<file path="src/rtl/alu_issue_queue_if.sv">
// Command and result channels between the issue queue and its producer/consumer.
// The queue sits on the slave side; the producer/consumer sits on the master side.
interface alu_issue_queue_if;
    logic       cmd_valid;
    logic       cmd_ready;
    logic [3:0] cmd_a;
    logic [3:0] cmd_b;
    logic [2:0] cmd_sel;
    logic       res_valid;
    logic       res_ready;
    logic [3:0] res_y;
    logic       res_carry;
    logic       res_zero;
    logic [2:0] res_sel;

    modport master (
        output cmd_valid, cmd_a, cmd_b, cmd_sel, res_ready,
        input  cmd_ready, res_valid, res_y, res_carry, res_zero, res_sel
    );

    modport slave (
        input  cmd_valid, cmd_a, cmd_b, cmd_sel, res_ready,
        output cmd_ready, res_valid, res_y, res_carry, res_zero, res_sel
    );
endinterface

</file>
<file path="src/rtl/alu_issue_queue.sv">
// Issue queue for the 4-bit combinational ALU: a command FIFO whose head drives the ALU,
// and a registered valid/ready result slot that captures the ALU output on each pop.
module alu_issue_queue #(
    parameter int DEPTH = 4,
    parameter int CNT_W = 8,
    localparam int AW = $clog2(DEPTH)
) (
    input  logic                clk,
    input  logic                rst,
    alu_issue_queue_if.slave    bus,
    output logic [3:0]          alu_a,
    output logic [3:0]          alu_b,
    output logic [2:0]          alu_sel,
    input  logic [3:0]          alu_y,
    input  logic                alu_carry,
    output logic [CNT_W-1:0]    op_count,
    output logic [AW:0]         fifo_level
);
    typedef struct packed {
        logic [2:0] sel;
        logic [3:0] a;
        logic [3:0] b;
    } cmd_t;

    cmd_t        mem [DEPTH];
    cmd_t        head;
    logic [AW:0] wr_ptr, rd_ptr;
    logic        live;
    logic        full, empty, push, pop, consume;

    assign empty      = (wr_ptr == rd_ptr);
    assign full       = (wr_ptr[AW] != rd_ptr[AW]) && (wr_ptr[AW-1:0] == rd_ptr[AW-1:0]);
    // live holds cmd_ready low through reset and releases it one cycle later
    assign bus.cmd_ready = live && !full;
    assign push       = bus.cmd_valid && bus.cmd_ready;
    assign consume    = bus.res_valid && bus.res_ready;
    assign pop        = !empty && (!bus.res_valid || bus.res_ready);
    assign fifo_level = wr_ptr - rd_ptr;

    // Head comes only from storage and registered pointers, never from cmd_*
    assign head    = empty ? '0 : mem[rd_ptr[AW-1:0]];
    assign alu_a   = head.a;
    assign alu_b   = head.b;
    assign alu_sel = head.sel;

    always_ff @(posedge clk) begin
        if (push)
            mem[wr_ptr[AW-1:0]] <= {bus.cmd_sel, bus.cmd_a, bus.cmd_b};
    end

    always_ff @(posedge clk) begin
        if (rst) begin
            wr_ptr        <= '0;
            rd_ptr        <= '0;
            live          <= 1'b0;
            op_count      <= '0;
            bus.res_valid <= 1'b0;
            bus.res_y     <= '0;
            bus.res_carry <= 1'b0;
            bus.res_zero  <= 1'b0;
            bus.res_sel   <= '0;
        end else begin
            live <= 1'b1;
            if (push)
                wr_ptr <= wr_ptr + 1'b1;
            if (consume)
                op_count <= op_count + 1'b1;
            if (pop) begin
                rd_ptr        <= rd_ptr + 1'b1;
                bus.res_valid <= 1'b1;
                bus.res_y     <= alu_y;
                bus.res_carry <= alu_carry;
                bus.res_zero  <= (alu_y == 4'b0);
                bus.res_sel   <= alu_sel;
            end else if (consume) begin
                bus.res_valid <= 1'b0;
            end
        end
    end
endmodule

</file>
<file path="src/flat_wrapper.sv">
// flat-port wrapper written by rule: the top's interface ports become plain ports
module alu_issue_queue_flat 
#(
    parameter int DEPTH = 4,
    parameter int CNT_W = 8,
    localparam int AW = $clog2(DEPTH)
)
  (clk, rst, alu_a, alu_b, alu_sel, alu_y, alu_carry, op_count, fifo_level, bus_cmd_valid, bus_cmd_a, bus_cmd_b, bus_cmd_sel, bus_res_ready, bus_cmd_ready, bus_res_valid, bus_res_y, bus_res_carry, bus_res_zero, bus_res_sel);
  alu_issue_queue_if bus_i ();
  input  logic clk;
  input  logic rst;
  output logic [3:0] alu_a;
  output logic [3:0] alu_b;
  output logic [2:0] alu_sel;
  input  logic [3:0] alu_y;
  input  logic alu_carry;
  output logic [CNT_W-1:0] op_count;
  output logic [AW:0] fifo_level;
  input wire logic [$bits(bus_i.cmd_valid)-1:0] bus_cmd_valid;
  input wire logic [$bits(bus_i.cmd_a)-1:0] bus_cmd_a;
  input wire logic [$bits(bus_i.cmd_b)-1:0] bus_cmd_b;
  input wire logic [$bits(bus_i.cmd_sel)-1:0] bus_cmd_sel;
  input wire logic [$bits(bus_i.res_ready)-1:0] bus_res_ready;
  output wire logic [$bits(bus_i.cmd_ready)-1:0] bus_cmd_ready;
  output wire logic [$bits(bus_i.res_valid)-1:0] bus_res_valid;
  output wire logic [$bits(bus_i.res_y)-1:0] bus_res_y;
  output wire logic [$bits(bus_i.res_carry)-1:0] bus_res_carry;
  output wire logic [$bits(bus_i.res_zero)-1:0] bus_res_zero;
  output wire logic [$bits(bus_i.res_sel)-1:0] bus_res_sel;
  assign bus_i.cmd_valid = bus_cmd_valid;
  assign bus_i.cmd_a = bus_cmd_a;
  assign bus_i.cmd_b = bus_cmd_b;
  assign bus_i.cmd_sel = bus_cmd_sel;
  assign bus_i.res_ready = bus_res_ready;
  assign bus_cmd_ready = bus_i.cmd_ready;
  assign bus_res_valid = bus_i.res_valid;
  assign bus_res_y = bus_i.res_y;
  assign bus_res_carry = bus_i.res_carry;
  assign bus_res_zero = bus_i.res_zero;
  assign bus_res_sel = bus_i.res_sel;
  alu_issue_queue #(.DEPTH(DEPTH), .CNT_W(CNT_W)) u_core (.clk(clk), .rst(rst), .bus(bus_i), .alu_a(alu_a), .alu_b(alu_b), .alu_sel(alu_sel), .alu_y(alu_y), .alu_carry(alu_carry), .op_count(op_count), .fifo_level(fifo_level));
endmodule
</file>
<file path="config.mk">
export PLATFORM = sky130hd
export DESIGN_NAME = alu_issue_queue_flat
export DESIGN_NICKNAME = d
export VERILOG_FILES = /design/src/rtl/alu_issue_queue_if.sv /design/src/rtl/alu_issue_queue.sv /design/src/flat_wrapper.sv
export SDC_FILE = /design/constraint.sdc
export NUM_CORES = 1
export LEC_CHECK = 0
export CAP_MARGIN = 20
export CORE_MARGIN = 2
export CORE_UTILIZATION = 50
export DETAILED_ROUTE_END_ITERATION = 12
export GPL_TIMING_DRIVEN = 0
export PLACE_DENSITY = 0.76
export REMOVE_ABC_BUFFERS = 1
export SETUP_SLACK_MARGIN = 0.05
export SLEW_MARGIN = 20
export SYNTH_ARGS = -nofsm -noshare
export SYNTH_HDL_FRONTEND = slang
export SYNTH_SLANG_ARGS = --single-unit
</file>
<file path="constraint.sdc">
create_clock -name clk -period 5.29 [get_ports clk]
set_input_delay 1.587 -clock clk [delete_from_list [all_inputs] [get_ports clk]]
set_output_delay 1.587 -clock clk [all_outputs]
set_load 0.05 [all_outputs]
</file>
==> out/qor.csv <==
metric;value;unit
syn_area_per_cell;14.46;um2
fin_crit;4414;ps
cp_num_buf_inv;2;
routed_wl;5509;um
num_io_pins;53;
numCtsBuffers;9;
drcViolationCount;0;
grt.total_usage;17.75;%
slowest_delay;740;ps
cts_resized;0;
via_per_inst;5.326;
crit_cells;6;
die_w;82.13;um
ys_ff_latch;71;
clock-sinks;71;
r2r_cells;5;
final_nets;296;
area_delta_synth_final;24.60;%
stdcell_count;347;
rr_endpoint;u_core.mem[1][9];
dr.pass1.iters;4;
cts_hold_buffers;0;
synth_top_flop_cell;edfxtp_1;
num_vias;1848;
drv_cap;0;
routedWlPerCell;15.88;um
clockRootBuffer;clkbuf_8;
grt_remaining_overflow;0;
gr-usage-met1;23.28;%
path_cells;inv_1 > ha_1 > nand2_1 > nor2_2 > nor2b_1 > clkdlybuf4s50_1;
hold_path_class;flop to flop;
port_buffers;52;
synth_area_leaders;edfxtp_1, dfxtp_1, mux4_1;
relSlewSlack;48.28;%
ys_async_sr_fraction;0;%
critPathRequiredTime;3700;ps
cellLeakagePower;1.339;nW
finalSetupTns;0;ps
cts_setup_buffers;0;
critPathLaunch;u_core.wr_ptr[0];
dieArea;6745;um2
die_y;82.13;um
endpoint_kind;output pin;
antenna_found_initial;0;
hold_end;u_core.bus.res_y[0];
rsz0062_at_grt;false;
rows;28;
drive_gt1_share;8.088;%
grt_use_met3;3.043;%
grtUsageMet2;28.62;%
cts_buffer_depth;2;
core_region_area;5921;um2
top_usage_layer;met2;
netlist_area;3052;um2
cts_tree;done;
power.density;510.8;nW/um2
yosys_warnings;0;
grt_pass1_wl;8673;um
yosysTopAreaCell;edfxtp_1;
holdPathStages;2;
insertion_delay;340;ps
crit_arrival;2830;ps
hold_path.startpoint;u_core.bus.res_y[0];
cp_top_family;simple AND/OR/NAND/NOR gates;
synthCells;211;
clk_pin_slew_worst_paths;70;ps
setup_viol;0;
antenna_left;0;
slowest_stage;clkdlybuf4s50_1;
skew;7.612;ps
gp_congestion;0.7574;
synth_top_cell_area_share;43.30;%
setup.worst_path.class;flop to output pin;
dp.final_hpwl;3621;um
worstMarginPinSlew;773.3;ps
dp.cells;331;
synth_edf_count;44;
yosys-top-cells-count;edfxtp_1, dfxtp_1, nand2_1;
timing.fmax;226.5;MHz
htreeDepth;3;
insertedDiodeCount;0;
cp-start-kind;flop;
grt_pass1_vias;1788;
cp_max_fo;15;
rrSetupSlack;2860;ps
initial_core_util;51.54;%
period_share;83.45;%
first_iter_violations;118;
max-vdd-ir-drop;252.2;uV
synth_cell_types;40;
final_max_slew_viol_count;0;
r2r_start;u_core.wr_ptr[0];
grt_max_degree;27;
synth.most_common_cell;edfxtp_1;
hold_viol_final;0;
status;completed;
yosysSeqAreaShare;61.01;%
## per-layer routing
metal / wire (um) / share of wire, %
met4: 82 / 1.5
met1: 2495 / 45
met3: 173 / 3.1
met5: 0 / 0
met2: 2757 / 50
## kinds of logic after synthesis
family / synth area share (%)
flip-flops: 61.01
multiplexers: 13.37
buffers and inverters: 2.829
AO/OA/AOI/OAI: 6.273
XOR/XNOR: 1.681
adder cells (fa/ha/maj): 3.936
AND/OR/NAND/NOR: 10.91
## worst max-delay path by stage
stage / endpoint / slack, ps
3_3_place_gp: alu_sel[1] / 860
3_5_place_dp: alu_sel[1] / 1220
5_1_grt: alu_a[3] / 710
2_1_floorplan: bus_cmd_ready / 1620
6_report: alu_sel[1] / 880
4_1_cts: alu_sel[1] / 840
## metrics by stage
step	instance area, um2	util (%)	power, mW	setup slack, ps	hold WS, ps
after global placement	3613	61.03	1.537	864.6	442.6
final	3802	64.22	1.942	875.5	455.5
after detailed placement	3620	61.14	1.552	1221	449.1
after CTS	3802	64.22	1.959	842.2	459.1
after floorplan	2999	-	1.279	1618	483.1
after global routing	3802	64.22	2.027	712.2	481.8
## registers in the layout, indices dropped and copies added, names as in the netlist, named ones only
name                  count
u_core.bus.res_valid      1
u_core.bus.res_carry      1
u_core.bus.res_y          4
u_core.op_count           8
u_core.live               1
u_core.bus.res_zero       1
u_core.wr_ptr             3
u_core.rd_ptr             3
u_core.mem               44
u_core.bus.res_sel        3
## power by group
part,internal (mW),switching [mW]
Combinational,0.313,0.519
Clock,0.215,0.193
Sequential,0.639,0.0620
Total,1.17,0.775
## worst register-to-register path: stages, from the launching register on
cell     delay, ps
dfxtp_1        380
inv_1          110
ha_1           320
and2_1         230
a21oi_1        430
and2_1         600
## placed cells by master, fill, tap and decap left out, types with 3 or more instances in the layout
| master | instances |
|---|---|
| inv_1 | 6 |
| and2_1 | 4 |
| mux4_1 | 9 |
| edfxtp_1 | 44 |
| nor2b_1 | 12 |
| mux2_1 | 5 |
| a311o_1 | 3 |
| o31ai_1 | 4 |
| nor2_1 | 7 |
| and3_1 | 3 |
| nand2_1 | 20 |
| a21oi_1 | 7 |
| clkbuf_8 | 9 |
| mux2i_1 | 7 |
| nand3_1 | 5 |
| ha_1 | 8 |
| o2111a_1 | 3 |
| clkdlybuf4s50_1 | 52 |
| dfxtp_1 | 27 |
## cell type report
cell class	instances	area [um2]
clock inverter	5	51.30
multi-input combinational	126	1110
timing repair buffer	52	520.5
inverter	7	33.78
fill	447	2118
clock buffer	11	131.4
tap	75	93.84
sequential	71	1862
Power figures use the tool's default switching activity.
